## src/rtl/mac_feeder_if.sv

```systemverilog
// mac_feeder_if -- bus bundle between a job controller / accumulator
// and the mac_feeder sequencer.
//
// Signals:
//   wr_en, wr_sel, wr_addr, wr_data : buffer write port (into the feeder)
//   start                           : job request (into the feeder)
//   busy                            : feeder is streaming or waiting
//   mac_in, mac_w, mac_vld          : activation/weight beat to the accumulator
//   mac_out                         : accumulated sum back from the accumulator
//   result, done                    : captured sum and its one-cycle strobe
//   mismatch                        : only with MAC_FEEDER_CHECK_EN defined
//
// Modports:
//   master : controller/accumulator side
//   slave  : mac_feeder side
`timescale 1ns/1ps

interface mac_feeder_if;
  logic                wr_en;
  logic                wr_sel;
  logic        [3:0]   wr_addr;
  logic signed [3:0]   wr_data;
  logic                start;
  logic                busy;
  logic signed [3:0]   mac_in;
  logic signed [3:0]   mac_w;
  logic                mac_vld;
  logic signed [11:0]  mac_out;
  logic signed [11:0]  result;
  logic                done;
`ifdef MAC_FEEDER_CHECK_EN
  logic                mismatch;
`endif

  modport master (
    output wr_en, wr_sel, wr_addr, wr_data, start, mac_out,
    input  busy, mac_in, mac_w, mac_vld, result, done
`ifdef MAC_FEEDER_CHECK_EN
    , input mismatch
`endif
  );

  modport slave (
    input  wr_en, wr_sel, wr_addr, wr_data, start, mac_out,
    output busy, mac_in, mac_w, mac_vld, result, done
`ifdef MAC_FEEDER_CHECK_EN
    , output mismatch
`endif
  );
endinterface

```

## src/rtl/mac_feeder.sv

```systemverilog
// mac_feeder -- streams N_TAPS activation/weight pairs from two small
// buffers to an external accumulator, waits RES_LAT cycles for the sum to
// settle, then captures mac_out into result with a one-cycle done pulse.
//
// Parameters:
//   N_TAPS  : pairs streamed per job (2..15)
//   RES_LAT : cycles from the last streamed pair to the capture edge (1..7)
//
// Ports:
//   clk  : clock, rising edge
//   rstb : asynchronous reset, ACTIVE-HIGH despite the name
//   bus  : mac_feeder_if.slave (write port, start, beat outputs, mac_out,
//          result, done, busy, optional mismatch)
//
// Optional feature (macro MAC_FEEDER_CHECK_EN):
//   Keeps an internal 12-bit signed running sum of the streamed products
//   and flags mismatch when mac_out differs from it at capture. mismatch
//   holds until the next accepted start.
`timescale 1ns/1ps

module mac_feeder #(
  parameter int N_TAPS  = 9,
  parameter int RES_LAT = 2
) (
  input  logic          clk,
  input  logic          rstb,
  mac_feeder_if.slave   bus
);

  localparam int DATA_W = 4;
  localparam int COEF_W = 4;
  localparam int ACC_W  = 12;

  localparam logic [3:0] TAPS      = 4'(N_TAPS);
  localparam logic [3:0] LAST_BEAT = 4'(N_TAPS - 1);
  localparam logic [3:0] LAST_WAIT = 4'(RES_LAT - 1);

  typedef enum logic [1:0] {
    IDLE   = 2'd0,
    STREAM = 2'd1,
    WAIT   = 2'd2,
    DONE   = 2'd3
  } state_t;

  state_t state_q;
  state_t state_d;

  // One counter serves both STREAM (beat index) and WAIT (latency count);
  // it restarts at 0 on every state change.
  logic [3:0] cnt_q;

  // Buffers are sized to the full 4-bit address space so the beat counter
  // and write address index them without width games; only entries below
  // N_TAPS are ever written.
  logic signed [DATA_W-1:0] act_mem [16];
  logic signed [COEF_W-1:0] wt_mem  [16];

  logic signed [ACC_W-1:0]  result_q;

  logic start_ok;
  logic wr_ok;
  logic beat_last;
  logic wait_last;
  logic capture;

  assign start_ok  = (state_q == IDLE) && bus.start;
  // Writes land only while nothing is being streamed from the buffers.
  assign wr_ok     = bus.wr_en && ((state_q == IDLE) || (state_q == DONE))
                     && (bus.wr_addr < TAPS);
  assign beat_last = (cnt_q == LAST_BEAT);
  assign wait_last = (cnt_q == LAST_WAIT);
  assign capture   = (state_q == WAIT) && wait_last;

  always_comb begin
    state_d = state_q;
    case (state_q)
      IDLE:    if (start_ok)  state_d = STREAM;
      STREAM:  if (beat_last) state_d = WAIT;
      WAIT:    if (wait_last) state_d = DONE;
      DONE:                   state_d = IDLE;
      default:                state_d = IDLE;
    endcase
  end

  always_ff @(posedge clk or posedge rstb) begin
    if (rstb) begin
      state_q <= IDLE;
      cnt_q   <= '0;
    end else begin
      state_q <= state_d;
      if (state_d != state_q)
        cnt_q <= '0;
      else if ((state_q == STREAM) || (state_q == WAIT))
        cnt_q <= cnt_q + 4'd1;
    end
  end

  // A write on the start edge lands here, and beat 0 reads the buffer in
  // the following cycle, so the job sees the new value without a bypass.
  always_ff @(posedge clk or posedge rstb) begin
    if (rstb) begin
      for (int i = 0; i < 16; i++) begin
        act_mem[i] <= '0;
        wt_mem[i]  <= '0;
      end
    end else if (wr_ok) begin
      if (bus.wr_sel)
        wt_mem[bus.wr_addr]  <= bus.wr_data;
      else
        act_mem[bus.wr_addr] <= bus.wr_data;
    end
  end

  always_ff @(posedge clk or posedge rstb) begin
    if (rstb)
      result_q <= '0;
    else if (capture)
      result_q <= bus.mac_out;
  end

  // Beat outputs decode straight from state so reset silences them at once.
  always_comb begin
    bus.busy    = (state_q == STREAM) || (state_q == WAIT);
    bus.mac_vld = (state_q == STREAM);
    bus.done    = (state_q == DONE);
    bus.result  = result_q;
    bus.mac_in  = '0;
    bus.mac_w   = '0;
    if (state_q == STREAM) begin
      bus.mac_in = act_mem[cnt_q];
      bus.mac_w  = wt_mem[cnt_q];
    end
  end

`ifdef MAC_FEEDER_CHECK_EN
  // 4x4 signed product, sign-extended from 8 bits to the accumulator width.
  function automatic logic signed [ACC_W-1:0] prod_ext(
    input logic signed [DATA_W-1:0] a,
    input logic signed [COEF_W-1:0] w
  );
    logic signed [7:0] ae;
    logic signed [7:0] we;
    logic signed [7:0] p;
    ae = {{(8-DATA_W){a[DATA_W-1]}}, a};
    we = {{(8-COEF_W){w[COEF_W-1]}}, w};
    p  = ae * we;
    return {{(ACC_W-8){p[7]}}, p};
  endfunction

  logic signed [ACC_W-1:0] sum_q;
  logic                    mismatch_q;

  always_ff @(posedge clk or posedge rstb) begin
    if (rstb) begin
      sum_q      <= '0;
      mismatch_q <= 1'b0;
    end else begin
      if (start_ok) begin
        sum_q      <= '0;
        mismatch_q <= 1'b0;
      end else if (state_q == STREAM) begin
        sum_q <= sum_q + prod_ext(act_mem[cnt_q], wt_mem[cnt_q]);
      end
      if (capture)
        mismatch_q <= (bus.mac_out != sum_q);
    end
  end

  assign bus.mismatch = mismatch_q;
`endif

endmodule
```

## src/flat_wrapper.sv

```systemverilog
// flat-port wrapper written by rule: the top's interface ports become plain ports
module mac_feeder_flat 
#(
  parameter int N_TAPS  = 9,
  parameter int RES_LAT = 2
)
  (clk, rstb, bus_wr_en, bus_wr_sel, bus_wr_addr, bus_wr_data, bus_start, bus_mac_out, bus_busy, bus_mac_in, bus_mac_w, bus_mac_vld, bus_result, bus_done);
  mac_feeder_if bus_i ();
  input  logic clk;
  input  logic rstb;
  input wire logic [$bits(bus_i.wr_en)-1:0] bus_wr_en;
  input wire logic [$bits(bus_i.wr_sel)-1:0] bus_wr_sel;
  input wire logic [$bits(bus_i.wr_addr)-1:0] bus_wr_addr;
  input wire logic [$bits(bus_i.wr_data)-1:0] bus_wr_data;
  input wire logic [$bits(bus_i.start)-1:0] bus_start;
  input wire logic [$bits(bus_i.mac_out)-1:0] bus_mac_out;
  output wire logic [$bits(bus_i.busy)-1:0] bus_busy;
  output wire logic [$bits(bus_i.mac_in)-1:0] bus_mac_in;
  output wire logic [$bits(bus_i.mac_w)-1:0] bus_mac_w;
  output wire logic [$bits(bus_i.mac_vld)-1:0] bus_mac_vld;
  output wire logic [$bits(bus_i.result)-1:0] bus_result;
  output wire logic [$bits(bus_i.done)-1:0] bus_done;
  assign bus_i.wr_en = bus_wr_en;
  assign bus_i.wr_sel = bus_wr_sel;
  assign bus_i.wr_addr = bus_wr_addr;
  assign bus_i.wr_data = bus_wr_data;
  assign bus_i.start = bus_start;
  assign bus_i.mac_out = bus_mac_out;
  assign bus_busy = bus_i.busy;
  assign bus_mac_in = bus_i.mac_in;
  assign bus_mac_w = bus_i.mac_w;
  assign bus_mac_vld = bus_i.mac_vld;
  assign bus_result = bus_i.result;
  assign bus_done = bus_i.done;
  mac_feeder #(.N_TAPS(N_TAPS), .RES_LAT(RES_LAT)) u_core (.clk(clk), .rstb(rstb), .bus(bus_i));
endmodule
```

## config.mk

```make
export PLATFORM = sky130hd
export DESIGN_NAME = mac_feeder_flat
export DESIGN_NICKNAME = d
export VERILOG_FILES = /design/src/rtl/mac_feeder_if.sv /design/src/rtl/mac_feeder.sv /design/src/flat_wrapper.sv
export SDC_FILE = /design/constraint.sdc
export NUM_CORES = 1
export LEC_CHECK = 0
export ABC_AREA = 1
export CORE_ASPECT_RATIO = 1.25
export CORE_MARGIN = 5
export CORE_UTILIZATION = 40
export DETAILED_ROUTE_END_ITERATION = 12
export GPL_TIMING_DRIVEN = 0
export PLACE_DENSITY = 0.64
export SLEW_MARGIN = 15
export SYNTH_ARGS = -nofsm -noshare
export SYNTH_HDL_FRONTEND = slang
export SYNTH_SLANG_ARGS = --single-unit
```

## constraint.sdc

```tcl
create_clock -name clk -period 6.8 [get_ports clk]
set_input_delay 1.36 -clock clk [delete_from_list [all_inputs] [get_ports clk]]
set_output_delay 1.36 -clock clk [all_outputs]
set_load 0.01 [all_outputs]
```

; Word-level counts from Yosys, hierarchy flattened
; Cells that the tools add are included.
[classes]
n_mul = 0
n_eq_ne = 6
div_mod_pow = 0
n_mux = 18
reduce_logical = 11
shift = 0
bitwise_logic = 3
n_addsub = 1
magnitude_cmp = 4
[op_table]
columns = cell, count
row1 = $bwmux W64, 2
row2 = $mux W4, 9
row3 = $bmux W4 S4, 2
row4 = $demux W4 S4, 1
row5 = $ge A5 B5 Y1 const B, 2
row6 = $not A4 Y5, 2
row7 = $pmux W2 S4, 1
row8 = $mux W2, 3
row9 = $logic_and A1 B1 Y1, 5
row10 = $lt A5 B1 Y1 const B, 1
row11 = $add A4 B1 Y4 const B, 1
row12 = $eq A2 B2 Y1 const B, 2
row13 = $eq A4 B1 Y1 const B, 1
row14 = $eq A4 B4 Y1 const B, 1
row15 = $lt A4 B4 Y1 const B, 1
row16 = $reduce_and A2 Y1, 2
row17 = $eq A2 B1 Y1 const B, 1
row18 = $logic_not A2 Y1, 1
row19 = $logic_or A1 B1 Y1, 2
row20 = $ne A2 B2 Y1, 1
row21 = $reduce_bool A2 Y1, 1
row22 = $not A1 Y1, 1
[word_totals]
inputBits = 25
output_inout_bits = 23
latch_bits = 0
mem_count = 0
reg_bits = 146
elab_cells = 78
ram_bits = 0
rom_bits = 0

; Depth between registers and ports, before layout
; Gate-level depths: netlist of the first run.
[logic_depth]
word_depth = 6
depth_mapped = 13
depth_no_buf = 11

; Least setup slack after synthesis of the first run
; No wires, ideal clock.
[synth_path]
path_type = reg-to-output
startpoint = reg u_core.cnt_q[0]
endpoint = out bus_mac_in[0]
setup_slack_ns = 4.040
stages_incl_launch_ff = 8
required_ns = 5.440
arrival_ns = 1.400
path_buffers = 2
path_cell_list = dfrtp_1 > inv_2 > buf_2 > clkbuf_1 > nor2_1 > o211ai_1 > nand3_1 > a21oi_1
[synth_via]
elab_chain_len = 5
[synth_lines]
columns = item, line_no
row1 = start: declaration, mac_feeder.sv:50  ; logic [3:0] cnt_q;
row2 = start signal: assignment, mac_feeder.sv:94  ; cnt_q <= cnt_q + 4'd1;
row3 = $not A4 Y5 (implied by the code), mac_feeder.sv:130  ; bus.mac_in = act_mem[cnt_q];
row4 = $bmux W4 S4, mac_feeder.sv:130
row5 = $mux W4 (implied by the code) (2 in series), mac_feeder.sv:130
row6 = $mux W4, mac_feeder.sv:129  ; if (state_q == STREAM) begin
row7 = end: declaration, flat_wrapper.sv:18  ; output wire logic [$bits(bus_i.mac_in)-1:0] bus_mac_in;
; Every way passes these cells. The select of a mux whose other input is x is not followed.

; Worst setup path in the final report of the first run
[layout_path]
startpoint = reg u_core.cnt_q[0]
endpoint = out bus_mac_w[2]
[layout_via]
elab_chain_len = 5
[layout_lines]
columns = item, line_no
row1 = $not A4 Y5 (implied by the code), mac_feeder.sv:131  ; bus.mac_w = wt_mem[cnt_q];
row2 = $bmux W4 S4, mac_feeder.sv:131
row3 = $mux W4 (implied by the code) (2 in series), mac_feeder.sv:131
row4 = $mux W4, mac_feeder.sv:129
row5 = end: declaration, flat_wrapper.sv:19  ; output wire logic [$bits(bus_i.mac_w)-1:0] bus_mac_w;
; Every way passes these cells. The select of a mux whose other input is x is not followed.

==> impl_results.md, run 1 <==
- Share of post-route cells with drive strength above 1: 0.0570
- Area after DPL: 7210 sq um
- Commonest cells post-synth: nand2_1 (183), dfrtp_1 (146), o21ai_0 (133)
- Nets: 880
- Root Driver: clkbuf_16
- Status: complete, no violations
- Worst r2r dst: u_core.act_mem[42]
- I/O Pins: 48
- Worst-margin pin slew: 0.643 ns
- Crit path to: bus_mac_w[2]
- Worst hold-check path type: flop to flop
- Die area: 18700 sq um
- Vias in the first global route: 4815
- Area of the multi-input gates: 2320 sq um
- Pre-CTS setup slack: 2.94 ns
- Crit path kind: flop to primary output
- Global-route wire length before repair: 25300 microns
- Die W: 123 microns
- Post-CTS sizing: 0
- Achievable frequency: 234 MHz
- Synth top area share: 0.568
- Sequential cell area: 3650 sq um
- Worst Reg-to-Reg Cells: 8
- CTS Hold Bufs: 0
- Reg clk slew, reported paths: 0.06 ns
- Syn nets: 813
- Register-to-Register Setup Slack: 4.49 ns
- Cell row count: 51
- CP startpoint kind: flop
- Worst-Skew Late Latency: 0.43 ns
- 1st-pass router iterations: 5
- Drt via density: 4.73
- Post-route ant nets: 0
- HPWL after DPL: 10900 microns
- Post-synthesis cell type count: 24
- CTS Buf Count: 17
- Die Ht: 152 microns
- Starting DRT DRC Count: 340
- Non-filler cells, final: 1071
- Max FO, Critical Path: 10
- Top post-synthesis cells by area: dfrtp_1 (57%), nand2_1 (11%), o21ai_0 (10%), nor2_1 (7.5%), clkbuf_1 (4.1%)
- R2R Path Start: u_core.state_q[0]
- Slew Limit Fails: 0
- Fin crit share: 0.629
- Post-synth ARST share: 1.00
- Post-CTS setup buffer count: 0
- Max cap viols: 0
- DR vias: 5061
- Final Hold Viols: 0
- #FFs+latches synth: 146
- Clock net sink count: 146
- Port bufs: 47
- Max Clock Skew: 0.00639 ns
- Largest net degree at the start of global routing: 92
- Worst EP arrival: 2.92 ns
- Final GP Congestion: 0.820
- Worst Slack Setup Final: 2.52 ns
- IR drop worst, VDD: 0.000191 V
- Starting density of the core: 0.410
- EDFF count, synth: 0
- Synthesis-to-layout area growth: 21.1%
- # setup viols final: 0
- Routed WL per cell: 14.4 microns
- CTS Buffer Depth: 2
- Min cycle time layout: 4.28 ns
- Yosys warns: 0
- Max_slew headroom: 0.571
- Area of the core: 15700 sq um
- Req. time, crit path: 5.44 ns
- Pwr dens: 339 nW/um^2
- Cell area after synthesis: 6430 sq um
- RSZ-0062 raised after global routing: false
- Leakage: 0.00365 uW
- Gr usage total: 0.174
- Fillers: 1574
- Total grt overflow: 0
- Most numerous cell in the Yosys netlist: nand2_1
- DRC Markers: 0
- Number of diodes: 0
- Post-route cell area: 7790 sq um
- Post-synthesis sequential area ratio: 0.568
- Leading area contributor after synthesis: dfrtp_1
- Initial antenna violation count: 0
- Syn_area_per_cell: 8.26 sq um
- Worst Setup SP: u_core.cnt_q[0]
- CTS tree: done
- Mapped Cells: 779
- CTS H-tree lvls: 4
- Most used DFF post-synth: dfrtp_1
- Placed Cells: 1039
- Drt total wl: 15500 microns
- CP Capture Type: primary output
through the flow:
step                setup TNS [ns]  utilization  hold slack (ns)  total power (uW)
CTS                              0        0.496            0.455              2670
finish                           0        0.496            0.450              2640
global placement            -91.62        0.457            0.434              1730
floorplan                        0            -            0.424              1490
global route                     0        0.496            0.465              2810
detailed placement               0        0.459            0.442              1740
where the power goes:
part | switching (uW) | leakage [uW] | internal [uW] | total, uW
registers | 53.0 | 0.00194 | 957 | 1010
logic | 448 | 0.00142 | 263 | 711
clock network | 351 | 0.000280 | 569 | 920
cells by family after synthesis:
| family | share of synthesized area |
|---|---|
| AO/OA/AOI/OAI | 0.125 |
| XOR/XNOR | 0.00408 |
| adder cells (fa/ha/maj) | 0.0175 |
| buffers and inverters | 0.0710 |
| flip-flops | 0.568 |
| AND/OR/NAND/NOR | 0.215 |
worst max-delay path: stages, from the launching register on:
cell and delay (ns):
dfrtp_1 0.45, inv_2 0.08, buf_2 0.21, clkbuf_1 0.49, o21ai_0 0.23, o211ai_1 0.15, nand3_1 0.11, a21oi_1 0.20
clkdlybuf4s50_1 0.57
registers in the layout, summed over array words and instances, names as in the netlist:
register	cells
u_core.state_q	2
u_core.bus.result	12
u_core.act_mem	64
u_core.wt_mem	64
u_core.cnt_q	4
routing by layer:
| layer | GRT usage | routed length [microns] |
|---|---|---|
| met1 | 0.223 | 6850 |
| met2 | 0.290 | 7880 |
| met3 | 0.0282 | 371 |
| met4 | 0.0728 | 368 |
| met5 | 0 | 0 |
cell usage in the layout (no fill, tap or decap):
cell type and n:
a21oi_1 9, a21oi_2 1, buf_1 2, buf_16 1, buf_2 11, buf_4 1
bufinv_16 2, clkbuf_1 74, clkbuf_16 17, clkbuf_8 3, clkdlybuf4s50_1 47, clkinv_1 2
clkinv_2 2, clkinv_4 2, clkinvlp_4 2, dfrtp_1 146, ha_1 9, inv_1 29
inv_2 1, inv_8 1, nand2_1 183, nand2_2 3, nand3_1 23, nand4_1 1
nor2_1 129, nor3_1 7, nor3_4 1, nor3b_4 1, o211ai_1 8, o21ai_0 133
o21ai_1 5, xnor2_1 1, xor2_1 2
final cells by class:
class	count	share of cell area
timing repair buffer	48	0.0639
clock inverter	8	0.0132
buffer	84	0.0427
clock buffer	24	0.0618
inverter	33	0.0169
sequential	146	0.469
tap	212	0.0341
multi-input combinational	516	0.298
worst min-delay path by stage:
stage,slack [ns],endpoint,cells past startpoint,from
floorplan,0.42,u_core.act_mem[0],1,u_core.act_mem[0]
global placement,0.43,u_core.wt_mem[24],1,u_core.wt_mem[24]
detailed placement,0.44,u_core.wt_mem[17],1,u_core.wt_mem[17]
CTS,0.45,u_core.wt_mem[17],1,u_core.wt_mem[17]
global route,0.46,u_core.wt_mem[16],1,u_core.wt_mem[16]
finish,0.45,u_core.wt_mem[16],1,u_core.wt_mem[16]
Note: power is estimated with default switching activity, not from simulation.
==> run 2: changes to the inputs <==
--- a/config.mk
+++ b/config.mk
@@ -11,7 +11,7 @@
 export CORE_UTILIZATION = 40
 export DETAILED_ROUTE_END_ITERATION = 12
 export GPL_TIMING_DRIVEN = 0
-export PLACE_DENSITY = 0.64
+export PLACE_DENSITY = 0.66
 export SLEW_MARGIN = 15
 export SYNTH_ARGS = -nofsm -noshare
 export SYNTH_HDL_FRONTEND = slang
==> constraint.sdc (replaced) <==
create_clock -name clk -period 3.6 [get_ports clk]
set_input_delay 0.72 -clock clk [delete_from_list [all_inputs] [get_ports clk]]
set_output_delay 0.72 -clock clk [all_outputs]
set_load 0.01 [all_outputs]
==> impl_results.md, run 2 (same netlist as run 1, synthesis figures left out) <==
- Register share of total power: 0.391
- Vias in the first global route: 5104
- Worst hold endpoint: u_core.act_mem[11]
- CTS Buffer Depth: 2
- Worst Reg-to-Reg Cells: 8
- Worst Slack Setup Final: 0.188 ns
- Achievable frequency: 293 MHz
- Psw: 1630 uW
- Final Hold Viols: 0
- Share of post-route cells with drive strength above 1: 0.0696
- Max cap viols: 0
- Drt via density: 4.79
- Pre-CTS setup slack: 0.414 ns
- Cell row count: 51
- Max FO, Critical Path: 10
- Reg clk slew, reported paths: 0.06 ns
- Largest net degree at the start of global routing: 37
- Total grt overflow: 0
- Req. time, crit path: 2.88 ns
- Port bufs: 47
- Gr usage total: 0.178
- Clock net sink count: 146
- Worst hold-check path type: flop to flop
- Register-to-Register Setup Slack: 1.29 ns
- DRC Markers: 0
- CP startpoint kind: flop
- Cell Chain, Critical Path: clkbuf_4 -> clkbuf_4 -> nor2_1 -> nor2_1 -> o21ai_0 -> o211ai_1 -> nand3_1 -> a21oi_1 -> clkdlybuf4s50_1
- Starting density of the core: 0.410
- Most frequent cells in the layout: nand2_1 (183), dfrtp_1 (146), o21ai_0 (133), nor2_1 (128), clkbuf_1 (68)
- Hold depth: 1
- Hold_sp: u_core.act_mem[11]
- Pwr dens: 626 nW/um^2
- Drt total wl: 15700 microns
- Slew Limit Fails: 0
- Placed Cells: 1042
- Post-CTS setup buffer count: 0
- Root Driver: clkbuf_16
- Initial antenna violation count: 0
- Power Total: 4880 uW
- Min cycle time layout: 3.41 ns
- Max_slew headroom: 0.574
- Leakage: 0.00366 uW
- CTS tree: done
- Slowest stage delay, CP: 0.58 ns
- Starting DRT DRC Count: 393
- Final GP Congestion: 0.847
- Comb power frac: 0.280
- RSZ-0062 raised after global routing: false
- Fin Hold WS: 0.450 ns
- R2R Path Start: u_core.state_q[1]
- Routed WL per cell: 14.6 microns
- Status: complete, no violations
- Fin crit share: 0.948
- # setup viols final: 0
- Crit path kind: flop to primary output
- CTS Buf Count: 17
- Post-route ant nets: 0
- CTS H-tree lvls: 4
- Die Ht: 152 microns
- CP Capture Type: primary output
- Sw frac: 0.334
- Global-route wire length before repair: 26400 microns
- Worst EP arrival: 2.69 ns
- DR vias: 5147
- Number of diodes: 0
- CTS Hold Bufs: 0
- Clock power frac: 0.329
- Die W: 123 microns
- Nets: 883
- Worst-Skew Late Latency: 0.42 ns
- Worst r2r dst: u_core.act_mem[55]
- HPWL after DPL: 11200 microns
- 1st-pass router iterations: 7
- Max Clock Skew: 0.00614 ns
- I/O Pins: 48
- Die area: 18700 sq um
- Worst-margin pin slew: 0.639 ns
- Cell Int Power: 3250 uW
- Synthesis-to-layout area growth: 21.3%
- Slowest CP cell: clkdlybuf4s50_1
- IR drop worst, VDD: 0.000293 V
- Non-filler cells, final: 1074
- Area of the core: 15700 sq um
- Most common cell after layout, fill and taps aside: nand2_1
[run 2: changes by cell type in the layout (fill, tap and decap cells not counted), moves of 2 or more]
| cell | change |
|---|---|
| clkbuf_1 | -6 |
| clkbuf_2 | +6 |
| buf_12 | +4 |
| buf_2 | -3 |
| clkbuf_4 | +3 |
| clkinv_2 | +3 |
| bufinv_16 | -2 |
| clkinv_4 | -2 |
| clkinvlp_4 | +2 |
[run 2: worst max-delay path by stage]
stage	start	endpoint	slack, ns	cells past startpoint
6_report	u_core.cnt_q[0]	bus_mac_w[3]	0.19	9
5_1_grt	u_core.cnt_q[0]	bus_mac_w[3]	0.02	9
4_1_cts	u_core.cnt_q[0]	bus_mac_w[1]	0.01	10
3_5_place_dp	u_core.cnt_q[0]	bus_mac_w[2]	0.41	8
3_3_place_gp	rstb	u_core.bus.result[1]	-0.27	2
2_1_floorplan	rstb	u_core.act_mem[0]	1.05	1
[run 2: what timing repair did]
action | 4_1_cts | 5_1_grt
pin swaps | 0 | 0
endpoints found under the setup margin | 4 | 7
gates resized for setup | 2 | 11
[run 2: through the flow]
stage                     setup TNS (ns)  cell area, sq um   util
final                                  0              7810  0.497
after global routing                   0              7810  0.497
after global placement            -37.00              7170  0.457
after CTS                              0              7790  0.496
after detailed placement               0              7250  0.462
after floorplan                        0              6440      -
[run 2: cell type report]
class                   instances  area, sq um
fillers                      1559         7890
repair buffers                 51          551
well taps                     212          265
clock buffers                  23          478
multi-input cells             516         2330
plain buffers                  84          348
inverters                      33          128
flip-flops and latches        146         3650
clock inverters                 9         56.3
[run 2: power groups by stage]
stage	clock network (uW)	registers [uW]	logic [uW]
after floorplan	0	1910	904
after global placement	0	1930	1340
after detailed placement	0	1930	1370
after CTS	1630	1910	1380
after global routing	1700	1930	1560
final	1600	1910	1370
[run 2: critical path: cells and delay by family, from the launching register on]
family / cells / cell delay (ns)
simple gates: 3 / 0.26
buf+inv: 3 / 1.09
compound gates: 3 / 0.47
flops: 1 / 0.45
[run 2: routing by layer]
layer / GRT usage / share of wire / wire [microns] / up-vias
met2: 0.305 / 0.52 / 8090 / 97
met1: 0.229 / 0.44 / 6980 / 2439
met3: 0.0327 / 0.029 / 456 / 12
li1: - / - / - / 2599
met5: 0 / 0 / 0 / -
met4: 0.0522 / 0.011 / 166 / 0
